===== src/rtl/uart_wb_bridge_pkg.sv =====
// Shared constants, state encoding and reply byte selector for the UART-to-Wishbone debug bridge.
package uart_wb_bridge_pkg;

   localparam logic [7:0] CMD_WRITE = 8'h57;
   localparam logic [7:0] CMD_READ  = 8'h52;
   localparam logic [7:0] ACK_BYTE  = 8'h2B;
   localparam int         CNT_W     = 2;

   typedef enum logic [2:0] {
      S_IDLE,
      S_ADDR,
      S_DATA,
      S_WB,
      S_TX,
      S_TX_GAP
   } state_t;

   // MSB-first byte of a 32-bit word, indexed by the byte counter.
   function automatic logic [7:0] reply_byte(input logic [31:0] word, input logic [CNT_W-1:0] idx);
      logic [7:0] b;
      b = 8'h00;
      case (idx)
         2'd0:    b = word[31:24];
         2'd1:    b = word[23:16];
         2'd2:    b = word[15:8];
         default: b = word[7:0];
      endcase
      return b;
   endfunction

endpackage


===== src/rtl/uart_wb_bridge.sv =====
// UART byte stream to Wishbone master: W adr4 dat4 -> 2B, R adr4 -> dat4; optional ADDR/DATA timeout.
// Latency: 2 cycles from rx_ack of last command byte to wb_stb_o; reply starts after wb_ack_i.
// Backpressure: rx bytes held by uart outside IDLE/ADDR/DATA; tx waits on tx_busy; slave stalls via wb_ack_i.
module uart_wb_bridge
    import uart_wb_bridge_pkg::*;
#(
    parameter int unsigned TIMEOUT_CYCLES = 1000000
)
(
    input  logic        clk,
    input  logic        reset,
    input  logic [7:0]  rx_data,
    input  logic        rx_avail,
    output logic        rx_ack,
    output logic [7:0]  tx_data,
    output logic        tx_wr,
    input  logic        tx_busy,
    output logic [31:0] wb_adr_o,
    output logic [31:0] wb_dat_o,
    input  logic [31:0] wb_dat_i,
    output logic [3:0]  wb_sel_o,
    output logic        wb_we_o,
    output logic        wb_stb_o,
    output logic        wb_cyc_o,
    input  logic        wb_ack_i,
    output logic        busy
);

    state_t           r_state, w_next;
    logic             r_rx_ack;
    logic [7:0]       r_rx_byte;
    logic [CNT_W-1:0] r_cnt;
    logic             r_cmd_we;
    logic [31:0]      r_adr, r_dat, r_reply;
    logic             r_cyc, r_wb_we;
    logic [7:0]       r_tx_data;
    logic             r_tx_wr;
    logic             w_accept, w_shift, w_tx_fire, w_wb_done, w_cnt_last, w_timeout;

    assign w_cnt_last = (r_cnt == CNT_W'(3));

`ifdef UART_WB_BRIDGE_TIMEOUT_EN
    logic [31:0] r_to_cnt;
    logic        w_in_collect;

    assign w_in_collect = (r_state == S_ADDR) || (r_state == S_DATA);
    assign w_timeout    = w_in_collect && !r_rx_ack && (r_to_cnt == 32'(TIMEOUT_CYCLES - 1));

    always_ff @(posedge clk) begin
        if (reset || !w_in_collect || r_rx_ack || w_timeout) r_to_cnt <= '0;
        else                                                 r_to_cnt <= r_to_cnt + 32'd1;
    end
`else
    assign w_timeout = 1'b0;
`endif

    always_ff @(posedge clk) begin
        if (reset) r_state <= S_IDLE;
        else       r_state <= w_next;
    end

    always_comb begin
        w_next = r_state;
        case (r_state)
            S_IDLE:   if (r_rx_ack && (r_rx_byte == CMD_WRITE || r_rx_byte == CMD_READ)) w_next = S_ADDR;
            S_ADDR:   if (r_rx_ack && w_cnt_last) w_next = r_cmd_we ? S_DATA : S_WB;
                      else if (w_timeout)         w_next = S_IDLE;
            S_DATA:   if (r_rx_ack && w_cnt_last) w_next = S_WB;
                      else if (w_timeout)         w_next = S_IDLE;
            S_WB:     if (r_cyc && wb_ack_i)      w_next = S_TX;
            S_TX:     if (!tx_busy)               w_next = S_TX_GAP;
            S_TX_GAP: w_next = (r_cmd_we || w_cnt_last) ? S_IDLE : S_TX;
            default:  w_next = S_IDLE;
        endcase
    end

    always_comb begin
        w_accept  = rx_avail && !r_rx_ack &&
                    (r_state == S_IDLE || r_state == S_ADDR || r_state == S_DATA);
        w_shift   = r_rx_ack && (r_state == S_ADDR || r_state == S_DATA);
        w_tx_fire = (r_state == S_TX) && !tx_busy;
        w_wb_done = r_cyc && wb_ack_i;
    end

    always_ff @(posedge clk) begin
        if (reset) begin
            r_rx_ack  <= 1'b0;
            r_rx_byte <= '0;
            r_cnt     <= '0;
            r_cmd_we  <= 1'b0;
            r_adr     <= '0;
            r_dat     <= '0;
            r_reply   <= '0;
            r_cyc     <= 1'b0;
            r_wb_we   <= 1'b0;
            r_tx_data <= '0;
            r_tx_wr   <= 1'b0;
        end else begin
            r_rx_ack <= w_accept;
            if (w_accept) r_rx_byte <= rx_data;

            if (r_state == S_IDLE && r_rx_ack) r_cmd_we <= (r_rx_byte == CMD_WRITE);

            if (w_shift) begin
                if (r_state == S_ADDR) r_adr <= {r_adr[23:0], r_rx_byte};
                else                   r_dat <= {r_dat[23:0], r_rx_byte};
                r_cnt <= r_cnt + CNT_W'(1);
            end else if (r_state == S_TX_GAP) begin
                r_cnt <= (w_next == S_IDLE) ? '0 : r_cnt + CNT_W'(1);
            end else if (w_timeout) begin
                r_cnt <= '0;
            end

            if (r_state == S_WB && !r_cyc) begin
                r_cyc   <= 1'b1;
                r_wb_we <= r_cmd_we;
            end else if (w_wb_done) begin
                r_cyc   <= 1'b0;
                r_wb_we <= 1'b0;
                if (!r_cmd_we) r_reply <= wb_dat_i;
            end

            r_tx_wr <= w_tx_fire;
            if (w_tx_fire) r_tx_data <= r_cmd_we ? ACK_BYTE : reply_byte(r_reply, r_cnt);
        end
    end

    assign rx_ack   = r_rx_ack;
    assign tx_data  = r_tx_data;
    assign tx_wr    = r_tx_wr;
    assign wb_adr_o = r_adr;
    assign wb_dat_o = r_dat;
    assign wb_sel_o = 4'hF;
    assign wb_we_o  = r_wb_we;
    assign wb_stb_o = r_cyc;
    assign wb_cyc_o = r_cyc;
    assign busy     = (r_state != S_IDLE);

endmodule

===== config.mk =====
export PLATFORM = sky130hd
export DESIGN_NAME = uart_wb_bridge
export DESIGN_NICKNAME = d
export VERILOG_FILES = /design/src/rtl/uart_wb_bridge_pkg.sv /design/src/rtl/uart_wb_bridge.sv
export SDC_FILE = /design/constraint.sdc
export NUM_CORES = 1
export LEC_CHECK = 0
export CAP_MARGIN = 20
export CELL_PAD_IN_SITES_DETAIL_PLACEMENT = 0
export CELL_PAD_IN_SITES_GLOBAL_PLACEMENT = 1
export CORE_AREA = 2 2 116 118
export CTS_BUF_LIST = sky130_fd_sc_hd__clkbuf_8 sky130_fd_sc_hd__clkbuf_16
export CTS_CLUSTER_SIZE = 10
export DETAILED_ROUTE_END_ITERATION = 6
export DIE_AREA = 0 0 118 120
export GPL_TIMING_DRIVEN = 0
export PLACE_DENSITY = 0.87
export RECOVER_POWER = 50
export SYNTH_ARGS = -nofsm -noshare
export SYNTH_HDL_FRONTEND = slang
export SYNTH_SLANG_ARGS = --single-unit

===== constraint.sdc =====
create_clock -name clk -period 2.9 [get_ports clk]
set_input_delay 0.435 -clock clk [delete_from_list [all_inputs] [get_ports clk]]
set_output_delay 0.435 -clock clk [all_outputs]
set_load 0.02 [all_outputs]

==> results of run 1 <==
-- logic make-up (layout without fill, tap and decap cells) --
| logic type | count (synthesis) | after routing | share of synthesized area, % |
|---|---|---|---|
| AOI/OAI and AO/OA | 137 | 137 | 16.5 |
| adders and majority gates | 5 | 5 | 1.33 |
| buffers and inverters | 51 | 204 | 5.02 |
| DFF | 122 | 122 | 52.1 |
| muxes | 8 | 8 | 1.71 |
| other | 1 | 4 | 0.0800 |
| and+or+nand+nor | 259 | 259 | 23.3 |
-- flip-flops by register name, summed over array words and instances, names as in the netlist --
name / flops
r_state: 3
wb_dat_o: 32
r_cnt: 2
r_rx_byte: 8
r_cmd_we: 1
wb_cyc_o: 1
r_reply: 32
rx_ack: 1
wb_adr_o: 32
tx_data: 8
wb_we_o: 1
tx_wr: 1
-- final cells by class --
class / count / area, um^2
sequential: 122 / 2440
inverter: 4 / 15.0
buffer: 47 / 218
timing repair buffer: 121 / 1210
clock inverter: 15 / 165
tap: 176 / 220
fill: 1301 / 6270
clock buffer: 17 / 425
multi-input combinational: 413 / 2010
-- worst max path at each step --
| stage | cells after the start | startpoint | endpoint | slack (ns) |
|---|---|---|---|---|
| CTS | 3 | r_state[1] | busy | 0.61 |
| finish | 3 | r_state[1] | busy | 0.58 |
| detailed placement | 6 | wb_ack_i | r_reply[22] | 0.72 |
| global placement | 6 | wb_ack_i | r_reply[23] | 0.76 |
| global route | 3 | r_state[1] | busy | 0.48 |
| floorplan | 7 | r_cnt[0] | tx_data[7] | 1.37 |
-- cell usage after synthesis (2+ instances only) --
cell type  instances  area share [%]
nand3b_1           2            0.32
a211oi_1           4            0.64
nor3_1             2            0.21
ha_1               5             1.3
mux2i_1            8             1.7
nand2_1          203              16
buf_2              5            0.53
nor2b_1            4            0.53
a21oi_1          100              11
a2bb2oi_1          2            0.37
nand3_1            4            0.43
o21ai_0           12             1.3
a22oi_1            4            0.64
o311ai_1           2            0.37
inv_1              4            0.32
dfxtp_1          122              52
buf_6              2            0.48
nor4b_2            2            0.64
a222oi_1           8             1.7
nor2_1            26             2.1
buf_4              6            0.96
clkbuf_1          34             2.7
nand2b_1           5            0.67
-- worst max-delay path: stages (launching register included) --
cell	delay [ns]
dfxtp_1	0.32
clkbuf_1	0.21
or3_1	0.40
clkdlybuf4s50_1	0.54
-- power by group through the flow --
stage	Clock, mW	Sequential [mW]	Combinational, mW
3_5_place_dp	0	1.73	0.133
2_1_floorplan	0	1.73	0.0531
6_report	2.09	1.70	0.132
5_1_grt	2.21	1.70	0.142
4_1_cts	2.13	1.70	0.134
3_3_place_gp	0	1.73	0.131
-- through the flow --
step	instance area, um^2	instances	power (mW)	setup slack (ns)	hold WS, ns
2_1_floorplan	4700	586	1.78	1.37	0.433
3_3_place_gp	6130	883	1.86	0.763	0.441
3_5_place_dp	6130	883	1.87	0.722	0.448
4_1_cts	6720	915	3.96	0.606	0.456
5_1_grt	6710	915	4.05	0.485	0.468
6_report	6710	915	3.92	0.582	0.449
-- metal layers --
metal	vias up	wire, um	track usage, %
met5	-	0	0
met4	0	156	6.17
met3	12	665	5.28
met2	128	6480	32.6
met1	2021	5580	21.2
li1	2223	-	-
==> run_results.csv, run 1 <==
group,metric,value,unit
layout,utilization,51.7,%
pwr,leakagePower,2.35,nW
routing,drc,0,
clock_tree,holdBufCountCts,0,
pwr,ir_drop,0.000315,V
timing,fin_crit_sh,79.9,%
clock_tree,path_clk_slew,0.06,ns
synth,ys_seq_elements,122,
synth,synth-edff-count,0,
pwr,switching_share,22.5,%
global_route,grt_pass1_vias,4181,
routing,antenna_left,0,
global_route,antenna_found_initial,0,
timing,timing.fmax,431,MHz
placement,io_buffers,121,
global_route,overflow,0,
synth,ys_types,40,
setup_path,critPathCaptureType,"output pin",
floorplan,core.rowCount,42,
setup_path,cp.required,2.47,ns
run,maxCapViolCount,0,
layout,final_common_cell,"nand2_1",
clock_tree,cts_buffers,17,
floorplan,start_util,36.1,%
global_route,grt_pass1_wl,20.4,mm
floorplan,fp.dieW,118,um
global_route,grt_max_degree,17,
clock_tree,cts_tree,"yes",
timing,hold_viol_final,0,
layout,fin_nets,776,
setup_path,startpoint_type,"flop",
floorplan,io_pins,127,
synth,async_flop_share,0,%
clock_tree,clk_path_buf_depth,2,
run_status,status,"completed",
setup_path,reg2regPathDepth,7,
timing,finalSetupViolations,0,
timing,drv_slew,0,
synth,postSynthAreaPerCell,8.04,um^2
timing,rsz0062_at_grt,"false",
timing,min_period,2.32,ns
timing,skew,0.00682,ns
setup_path,rr_startpoint,"r_cnt[0]",
clock_tree,cts-root-buf,"clkbuf_16",
routing,drt-vias-per-instance,4.79,
clock_tree,htree_levels,4,
synth,synth_flop_cell,"dfxtp_1",
routing,totalWireLength,12.9,mm
routing,drt_iter0_drc,284,
placement,gp_congestion,0.857,
routing,drt-pass1-iter-count,5,
synth,syn_area,4690,um^2
routing,num_vias,4384,
clock_tree,clk_latency,0.41,ns
pwr,power_frac_clock,53.4,%
global_route,grt_use_total,18.4,%
timing,worst_pin_slew,0.616,ns
setup_path,r2r_end,"tx_data[4]",
routing,wl_per_cell,14.1,um
min_path,hp-class,"reg -> reg",
pwr,intPower,3.04,mW
synth,ys_seq_area_share,52.1,%
clock_tree,postCtsSetupBuffers,0,
clock_tree,cts_resized,0,
min_path,min_path_cells,2,
pwr,combPwrFrac,3.4,%
timing,fin_tns_setup,0,ns
layout,final_cell_mix,"nand2_1 (203), dfxtp_1 (122), a21oi_1 (100), clkdlybuf4s50_1 (98), clkbuf_1 (36)",
floorplan,die_area,14200,um^2
synth,synth_warnings,0,
pwr,powerDensity,584,nW/um^2
synth,syn_inst,583,
placement,dp_hpwl,9.68,mm
setup_path,cp_max_fo,10,
min_path,hold_end,"wb_dat_o[29]",
layout,num_antenna_cells,0,
setup_path,cp.arrival,1.88,ns
clock_tree,cts.sinks,122,
min_path,hp-start,"wb_dat_o[29]",
layout,drive_above_1_share,6.22,%
setup_path,reg2reg_setup_slack,0.97,ns
pwr,sequentialPowerShare,43.3,%
floorplan,die_y,120,um
floorplan,core,13000,um^2
timing,slew_headroom,58.8,%
setup_path,crit_type,"reg -> out",
layout,area_growth,43.0,%
pwr,power_switching,0.883,mW
Power figures use the tool's default switching activity.
==> inputs of run 2 (changes only) <==
--- a/config.mk
+++ b/config.mk
@@ -8,13 +8,13 @@
 export CAP_MARGIN = 20
 export CELL_PAD_IN_SITES_DETAIL_PLACEMENT = 0
 export CELL_PAD_IN_SITES_GLOBAL_PLACEMENT = 1
-export CORE_AREA = 2 2 116 118
+export CORE_AREA = 2 2 119 121
 export CTS_BUF_LIST = sky130_fd_sc_hd__clkbuf_8 sky130_fd_sc_hd__clkbuf_16
 export CTS_CLUSTER_SIZE = 10
 export DETAILED_ROUTE_END_ITERATION = 6
-export DIE_AREA = 0 0 118 120
+export DIE_AREA = 0 0 121 123
 export GPL_TIMING_DRIVEN = 0
-export PLACE_DENSITY = 0.87
+export PLACE_DENSITY = 0.83
 export RECOVER_POWER = 50
 export SYNTH_ARGS = -nofsm -noshare
 export SYNTH_HDL_FRONTEND = slang
==> constraint.sdc (replaced) <==
create_clock -name clk -period 2.2 [get_ports clk]
set_input_delay 0.33 -clock clk [delete_from_list [all_inputs] [get_ports clk]]
set_output_delay 0.33 -clock clk [all_outputs]
set_load 0.02 [all_outputs]
==> run 2 against run 1 <==
Net effect: global-route usage fell by 0.64 points; hold slack is essentially flat; clock-buffer cell count is 8 higher; register-to-register slack worse by 0.75 ns; critical path depth up 4; clock power up 41%; final cell count grew 0.44%; total power grew 37%; critical endpoint is now tx_data[4]; first-iteration DRC count is 8.5% lower; non-clock buffer count unchanged; via count about the same; utilization shrank 2.0 points.
==> run_results.csv, run 2 (same netlist as run 1, synthesis figures left out) <==
group,metric,value,unit
global_route,grt_pass1_wl,20.4,mm
clock_tree,clk_path_buf_depth,2,
timing,fin_crit_sh,89.8,%
pwr,power_frac_clock,55.1,%
pwr,switching_share,19.3,%
pwr,combPwrFrac,3.2,%
routing,num_vias,4386,
setup_path,critical_path.cell_chain,"inv_1, ha_1, clkbuf_1, a222oi_1, o21ai_0, a22oi_1, nor2_1",
run,maxCapViolCount,0,
clock_tree,cts_resized,0,
clock_tree,htree_levels,4,
setup_path,cp_num_buf_inv,2,
timing,worst_pin_slew,0.678,ns
clock_tree,clk_latency,0.41,ns
floorplan,core.rowCount,43,
clock_tree,cts-root-buf,"clkbuf_16",
timing,slew_headroom,54.8,%
placement,gp_congestion,0.874,
min_path,hp-class,"reg -> reg",
setup_path,cp_slowest_cell,"a222oi_1",
global_route,grt_use_total,17.7,%
layout,final_cell_mix,"nand2_1 (203), dfxtp_1 (122), a21oi_1 (100), clkdlybuf4s50_1 (88), clkbuf_1 (38)",
setup_path,critPathCaptureType,"flop",
setup_path,cp.required,2.48,ns
pwr,powerDensity,792,nW/um^2
routing,drt-pass1-iter-count,5,
floorplan,die_y,123,um
timing,holdWs,0.449,ns
routing,antenna_left,0,
layout,fin_nets,776,
clock_tree,path_clk_slew,0.05,ns
setup_path,crit_family,"compound AO/OA/AOI/OAI gates",
clock_tree,cts.sinks,122,
pwr,power_switching,1.03,mW
placement,dp_hpwl,9.69,mm
clock_tree,cts_buffers,17,
timing,fin_tns_setup,0,ns
layout,final_common_cell,"nand2_1",
layout,drive_above_1_share,5.82,%
setup_path,crit_type,"reg -> reg",
setup_path,cp_max_fo,8,
run_status,status,"completed",
timing,hold_viol_final,0,
floorplan,core,13600,um^2
timing,skew,0.00958,ns
pwr,intPower,4.33,mW
clock_tree,postCtsSetupBuffers,0,
routing,drc,0,
pwr,power,5.36,mW
timing,drv_slew,0,
floorplan,start_util,34.5,%
routing,wl_per_cell,14.1,um
routing,drt_iter0_drc,260,
floorplan,fp.dieW,121,um
clock_tree,cts_tree,"yes",
floorplan,io_pins,127,
layout,num_antenna_cells,0,
setup_path,cp.arrival,2.26,ns
layout,area_growth,44.3,%
routing,drt-vias-per-instance,4.77,
setup_path,startpoint_type,"flop",
global_route,grt_pass1_vias,4163,
placement,io_buffers,121,
clock_tree,holdBufCountCts,0,
timing,finalSetupViolations,0,
layout,fill_cells,1313,
timing,timing.fmax,506,MHz
pwr,ir_drop,0.000442,V
setup_path,critPathMaxStageDelay,0.50,ns
pwr,sequentialPowerShare,41.7,%
routing,totalWireLength,13.0,mm
pwr,leakagePower,2.43,nW
floorplan,die_area,14900,um^2
global_route,antenna_found_initial,0,
global_route,overflow,0,
global_route,grt_max_degree,17,
timing,min_period,1.98,ns
timing,rsz0062_at_grt,"false",
-- run 2: cell types whose count changed in the layout (fill, tap and decap cells not counted), sizes merged --
cell | previous run | this run
clkbuf | 53 | 63
clkdlybuf4s50 | 98 | 88
dlygate4sd3 | 23 | 32
clkinv | 8 | 1
inv | 9 | 6
buf | 11 | 9
bufinv | 2 | 3
clkinvlp | 0 | 1
dlymetal6s2s | 0 | 1
-- run 2: cell type report --
type | instances | area (um^2) | share of cell area, %
clock buffers | 25 | 536 | 7.91
plain buffers | 47 | 215 | 3.18
flip-flops and latches | 122 | 2440 | 36.1
multi-input cells | 413 | 2010 | 29.7
well taps | 180 | 225 | 3.33
clock inverters | 7 | 110 | 1.63
inverters | 4 | 15.0 | 0.222
repair buffers | 121 | 1210 | 17.9
-- run 2: path summary, 6_finish.rpt --
check	startpoint	to	slack, ns	depth (start not counted)
max	r_cnt[0]	tx_data[4]	0.22	7
min	wb_adr_o[30]	wb_adr_o[30]	0.45	2
max reg2reg	r_cnt[0]	tx_data[4]	0.22	7
min reg2reg	wb_adr_o[30]	wb_adr_o[30]	0.45	2
-- run 2: metal layers --
metal	routed length [um]	part of all wire, %	track usage, %
met1	5650	44	21.0
met2	6260	48	29.8
met3	796	6.1	4.89
met4	274	2.1	8.14
met5	0	0	0
-- run 2: through the flow --
step	cell area (um^2)	setup slack [ns]	std cells	utilization, %
2_1_floorplan	4700	0.673	586	-
3_3_place_gp	6140	0.150	887	45.1
3_5_place_dp	6140	0.122	887	45.1
4_1_cts	6780	0.0107	919	49.8
5_1_grt	6770	0.0537	919	49.7
6_report	6770	0.224	919	49.7
-- run 2: power by group through the flow --
stage,combinational (mW),clock [mW],sequential (mW)
4_1_cts,0.175,2.99,2.24
3_5_place_dp,0.174,0,2.28
3_3_place_gp,0.173,0,2.28
5_1_grt,0.188,3.10,2.24
2_1_floorplan,0.0700,0,2.28
6_report,0.174,2.95,2.24
-- run 2: worst reg2reg max path, cell delays in order, from the launching register on --
cell      delay, ns
dfxtp_1        0.41
inv_1          0.11
ha_1           0.20
clkbuf_1       0.20
a222oi_1       0.50
o21ai_0        0.14
a22oi_1        0.22
nor2_1         0.08
==> inputs of run 3 (changes only) <==
--- a/config.mk
+++ b/config.mk
@@ -13,6 +13,7 @@
 export CTS_CLUSTER_SIZE = 10
 export DETAILED_ROUTE_END_ITERATION = 6
 export DIE_AREA = 0 0 121 123
+export GPL_ROUTABILITY_DRIVEN = 0
 export GPL_TIMING_DRIVEN = 0
 export PLACE_DENSITY = 0.83
 export RECOVER_POWER = 50
==> results of run 3 <==
No change in the layout: final DEF, timing and power equal those of run 2.
